==> config.mk <==
export PLATFORM = sky130hd
export DESIGN_NAME = md5_crack_sched
export DESIGN_NICKNAME = d
export VERILOG_FILES = /design/src/rtl/md5_crack_sched.sv
export SDC_FILE = /design/constraint.sdc
export NUM_CORES = 2
export LEC_CHECK = 0
export ABC_AREA = 1
export BUFFER_PORTS_ARGS = -buffer_cell sky130_fd_sc_hd__buf_2
export CAP_MARGIN = 40
export CORE_AREA = 2 2 625 627
export DETAILED_ROUTE_END_ITERATION = 10
export DIE_AREA = 0 0 627 629
export GPL_TIMING_DRIVEN = 0
export MAX_ROUTING_LAYER = met4
export PLACE_DENSITY_LB_ADDON = 0.15
export SYNTH_ARGS = -nofsm -noshare
export SYNTH_HDL_FRONTEND = slang
export SYNTH_SLANG_ARGS = --single-unit
==> constraint.sdc <==
create_clock -name clk -period 3.8 [get_ports clk]
set_input_delay 0.76 -clock clk [delete_from_list [all_inputs] [get_ports clk]]
set_output_delay 0.76 -clock clk [all_outputs]
set_load 0.01 [all_outputs]
==> src/rtl/md5_crack_sched.sv <==
// Brute-force MD5 search dispatcher: hands counter-suffixed candidates to a bank of
// iterative cores, watches returned digests for the target, drains and reports.
module md5_crack_sched #(
    parameter int CORES = 4,
    parameter int CNT_W = 32
) (
    input  logic                 clk,
    input  logic                 rst,
    input  logic                 start,
    input  logic                 abort,
    input  logic [127:0]         target,
    input  logic [127:0]         base,
    input  logic [CNT_W-1:0]     limit,
    output logic                 busy,
    output logic                 done,
    output logic                 found,
    output logic [127:0]         match_value,
    output logic [CNT_W:0]       tested,
    output logic [127:0]         core_message,
    output logic [CORES-1:0]     core_new_message,
    input  logic [CORES-1:0]     core_valid,
    input  logic [CORES*128-1:0] core_digest,
    input  logic [CORES*128-1:0] core_value
);

    typedef enum logic [1:0] {IDLE, RUN, DRAIN} state_t;

    state_t             state;
    logic [127:0]       target_r;
    logic [127-CNT_W:0] base_hi;
    logic [CNT_W-1:0]   limit_r;
    logic [CNT_W-1:0]   cnt;
    logic               last_issued;
    logic [CORES-1:0]   pending;

    logic [CORES-1:0]   complete;
    logic [CORES-1:0]   match_mask;
    logic [CORES-1:0]   match_first;
    logic [CORES-1:0]   free;
    logic [CORES-1:0]   issue;
    logic [CNT_W:0]     n_complete;
    logic [127:0]       match_pick;
    logic               can_issue;
    logic               at_limit;

    // A core freed by a completion this cycle counts as free, so it can be reissued at once.
    always_comb begin
        complete   = pending & core_valid;
        match_mask = '0;
        n_complete = '0;
        match_pick = '0;
        for (int i = 0; i < CORES; i++) begin
            if (complete[i]) begin
                n_complete = n_complete + (CNT_W+1)'(1);
                if (core_digest[128*i +: 128] == target_r) begin
                    match_mask[i] = 1'b1;
                end
            end
        end
        match_first = match_mask & (~match_mask + CORES'(1));
        for (int i = 0; i < CORES; i++) begin
            if (match_first[i]) begin
                match_pick = core_value[128*i +: 128];
            end
        end
        free      = ~pending | complete;
        can_issue = (state == RUN) && !last_issued && !abort && (match_mask == '0);
        issue     = can_issue ? (free & (~free + CORES'(1))) : '0;
        at_limit  = (cnt == limit_r);
    end

    assign core_new_message = issue;
    assign core_message     = (issue != '0) ? {base_hi, cnt} : '0;

    always_ff @(posedge clk) begin
        if (rst) begin
            state       <= IDLE;
            target_r    <= '0;
            base_hi     <= '0;
            limit_r     <= '0;
            cnt         <= '0;
            last_issued <= 1'b0;
            pending     <= '0;
            busy        <= 1'b0;
            done        <= 1'b0;
            found       <= 1'b0;
            match_value <= '0;
            tested      <= '0;
        end else begin
            done <= 1'b0;
            case (state)
                IDLE: begin
                    if (start) begin
                        target_r    <= target;
                        base_hi     <= base[127:CNT_W];
                        limit_r     <= limit;
                        cnt         <= '0;
                        tested      <= '0;
                        found       <= 1'b0;
                        match_value <= '0;
                        last_issued <= 1'b0;
                        busy        <= 1'b1;
                        state       <= RUN;
                    end
                end
                RUN, DRAIN: begin
                    pending <= (pending & ~complete) | issue;
                    tested  <= tested + n_complete;
                    if (!found && (match_mask != '0)) begin
                        found       <= 1'b1;
                        match_value <= match_pick;
                    end
                    if (state == RUN) begin
                        // The counter parks on limit so an all-ones limit never wraps back to zero.
                        if (issue != '0) begin
                            if (at_limit) begin
                                last_issued <= 1'b1;
                            end else begin
                                cnt <= cnt + CNT_W'(1);
                            end
                        end
                        if ((match_mask != '0) || abort || last_issued || ((issue != '0) && at_limit)) begin
                            state <= DRAIN;
                        end
                    end else if (pending == '0) begin
                        state <= IDLE;
                        done  <= 1'b1;
                        busy  <= 1'b0;
                    end
                end
                default: state <= IDLE;
            endcase
        end
    end

endmodule

==> flow_summary.toml <==
[status]
status = "complete, but fails checks"
violations = "negative setup slack"

[place]
dp_cells = 12000
port_buffers = 1582
place_congestion = 0.996
post-place-ws_ns = -2.74
hpwl_microns = 378000

[synth]
yosysWarningCount = 0
yosysSeqAreaShare_pct = 29.7
synth-seq-cells = 459
synth_top_cell_by_area = "dfxtp_1"
synth_edf_count = 0
netlist_instances = 5135
synth_nets = 6467
synth.avg_cell_area_sq_um = 6.03
yosys-top-cells-area = "dfxtp_1, nand2_1, inv_1"
synth_ff_type = "dfxtp_1"
synth_area_sq_um = 31000
yosysTopAreaCellShare_pct = 29.7
ys_types = 53
synthArstFlopShare_pct = 0

[cts]
clkLatencyLatePin_ns = 0.83
ctsHoldBuffers = 0
path_clk_slew_ns = 0.05
cts_made_buffers = 81
clock_path_buffers = 4
root_buffer = "clkbuf_16"
clkSinkCount = 459
cts_tree = "built"
htreeDepth = 3

[final_layout]
final_common_cell = "buf_2"
final_layout_size_suffix_gt1_share_pct = 35.2
syn_to_final_growth_pct = 72.9
fillers = 45600
seqCellArea_sq_um = 9360
layout_common_cells = "buf_2, nand2_1, inv_1"
fin_cells = 12400
fin_nets = 8306
multi_input_area_sq_um = 19400

[timing]
layout_setup_ws_ns = -1.04
maxSlewViolCount = 0
rsz0062_at_grt = "yes"
period_needed_ns = 4.84
hold_violations = 0
fin_skew_ns = 0.0926
fmax_ghz = 0.207
tightest_slew_ns = 0.968
min_period_over_period_pct = 127
max_slew_margin_pct = 35.5
setup_viol = 156

[floorplanning]
dieHeight_microns = 629
die_x_microns = 627
core_sq_um = 388000
pin_count = 1616
dieArea_sq_um = 394000
initial_core_util_pct = 7.99
rows = 229

[setup_path]
critPathRequiredTime_ns = 3.04
path_class = "flop to output port"
crit_top_cell = "nor2_4"
critical_path_buf_inv_count = 6
rr_worst_depth = 19
endpoint_kind = "output port"
critPathMaxStageDelay_ns = 0.57
worst_path_dominant_cell_family = "simple AND/OR/NAND/NOR gates"
path_cells = "clkbuf_16, inv_8, nand2_4, nand4_1, nor2_1, nand2_2, nor2_4, nand2_4, nor2_4, nand3_4, nand2_4, nor2_4, nand3_4, clkbuf_16, buf_12, buf_12, nor2_4, buf_12"
path_max_fanout = 7
critical_path_depth = 18
slowest_stage = "nand4_1"
critical_path_arrival_ns = 4.08
cp-start-kind = "flop"

[grt]
antenna_found_initial = 357
grt_pass1_wl_microns = 513000
grt.overflow.total = 0
first_global_vias = 44700
grt_max_degree = 13
grt_usage_pct = 21.0

[drt]
drt_iter0_drc = 3799
wl_per_cell_microns = 33.7
firstDrtPassIters = 6
wirelength_microns = 420000
ant_nets = 0
drt_drc_violations_left = 0
post_drt_via_cell_ratio = 3.68
num_vias = 45800

[power_and_ir_drop]
power.leakage_nw = 23.3
power_density_nw_per_um2 = 468
peakVddDrop_mv = 0.297

[min_path]
hp-class = "primary input to flop"
min_path_cells = 3

[job]
maxCapViolCount = 0
-- area by class of cell --
class                   instances  area share [%]
diodes                        223            1.04
plain buffers                 297            3.29
clock buffers                 107            4.21
clock inverters                24           0.552
inverters                     677            5.02
multi-input cells            3696            36.2
flip-flops and latches        459            17.5
well taps                    5197            12.1
repair buffers               1762            20.1
-- final timing paths --
| kind | startpoint | end | slack (ns) |
|---|---|---|---|
| worst max-delay path | target_r[100] | core_message[42] | -1.04 |
| worst min-delay path | limit[13] | limit_r[13] | 0.20 |
| worst max register to register | target_r[100] | match_value[35] | -0.32 |
| worst min register to register | base_hi[75] | base_hi[75] | 0.46 |
-- metrics by stage --
step | power [W] | setup TNS [ns] | utilization [%] | instance area [sq um] | hold slack, ns
finish | 0.0251 | -127.75 | 13.8 | 53500 | 0.201
global route | 0.0262 | -139.68 | 13.8 | 53500 | 0.190
CTS | 0.0253 | -144.56 | 13.4 | 51900 | 0.109
detailed placement | 0.0160 | -616.49 | 11.9 | 46200 | 0.447
global placement | 0.0157 | -1069.62 | 11.7 | 45400 | 0.443
floorplan | 0.00983 | 0 | - | 31000 | 0.430
-- power breakdown --
part	switching, W	total (W)	internal, W
clock	0.00317	0.00765	0.00448
combinational	0.00737	0.0107	0.00331
sequential	0.00111	0.00673	0.00562
total	0.0117	0.0251	0.0134
-- tightest hold or removal path: stages --
cell	delay, ns
buf_2	0.07
o21ai_0	0.07
nor2_1	0.07
-- Yosys cell counts, types with 4 or more instances --
cell,instances
a21oi_1,401
a31oi_1,5
buf_2,103
buf_4,21
clkbuf_1,167
clkbuf_2,8
clkinv_1,10
dfxtp_1,459
ha_1,11
inv_1,631
inv_2,34
nand2_1,1329
nand2_2,4
nand3_1,436
nand3_2,7
nand4_1,246
nor2_1,476
nor3_1,46
nor3b_2,4
nor4_1,10
o211ai_1,129
o21a_1,5
o21ai_0,331
o21ai_1,4
o22ai_1,38
or2_0,8
or2_2,5
xnor2_1,137
xor2_1,33
-- routing by layer --
metal  part of all wire [%]  track usage [%]  wire length (microns)  vias to the layer above
met5                      0                -                      0                        -
met4                    3.7             5.91                  15700                        0
met3                    6.6             4.66                  27500                      590
met2                     51             37.5                 214000                     2145
met1                     39             23.2                 163000                    22400
li1                       -                -                      -                    20700
-- registers in the layout (all words and copies together) (netlist names) --
| signal | flops |
|---|---|
| cnt | 32 |
| target_r | 128 |
| done | 1 |
| tested | 33 |
| state | 2 |
| last_issued | 1 |
| limit_r | 32 |
| found | 1 |
| match_value | 128 |
| base_hi | 96 |
| pending | 4 |
| busy | 1 |
-- logic make-up (layout without fill, tap and decap cells) --
family | after synthesis | count (layout) | synth area share (%)
adders and majority gates | 12 | 12 | 0.509
DFF | 459 | 459 | 29.7
other | 1 | 224 | 0.0121
buffers and inverters | 980 | 2867 | 12.6
AOI/OAI and AO/OA | 923 | 923 | 16.3
xor gates and xnor gates | 170 | 170 | 4.81
and+or+nand+nor | 2590 | 2590 | 36.1
-- repair_timing --
action | 4_1_cts | 5_1_grt
endpoints found under the hold margin | 0 | 0
pin swaps | 40 | 44
setup endpoints to repair | 324 | 286
setup buffers | 90 | 25
resized for setup | 617 | 311
gates cloned | 10 | 3
(Power assumes the default switching activity.)
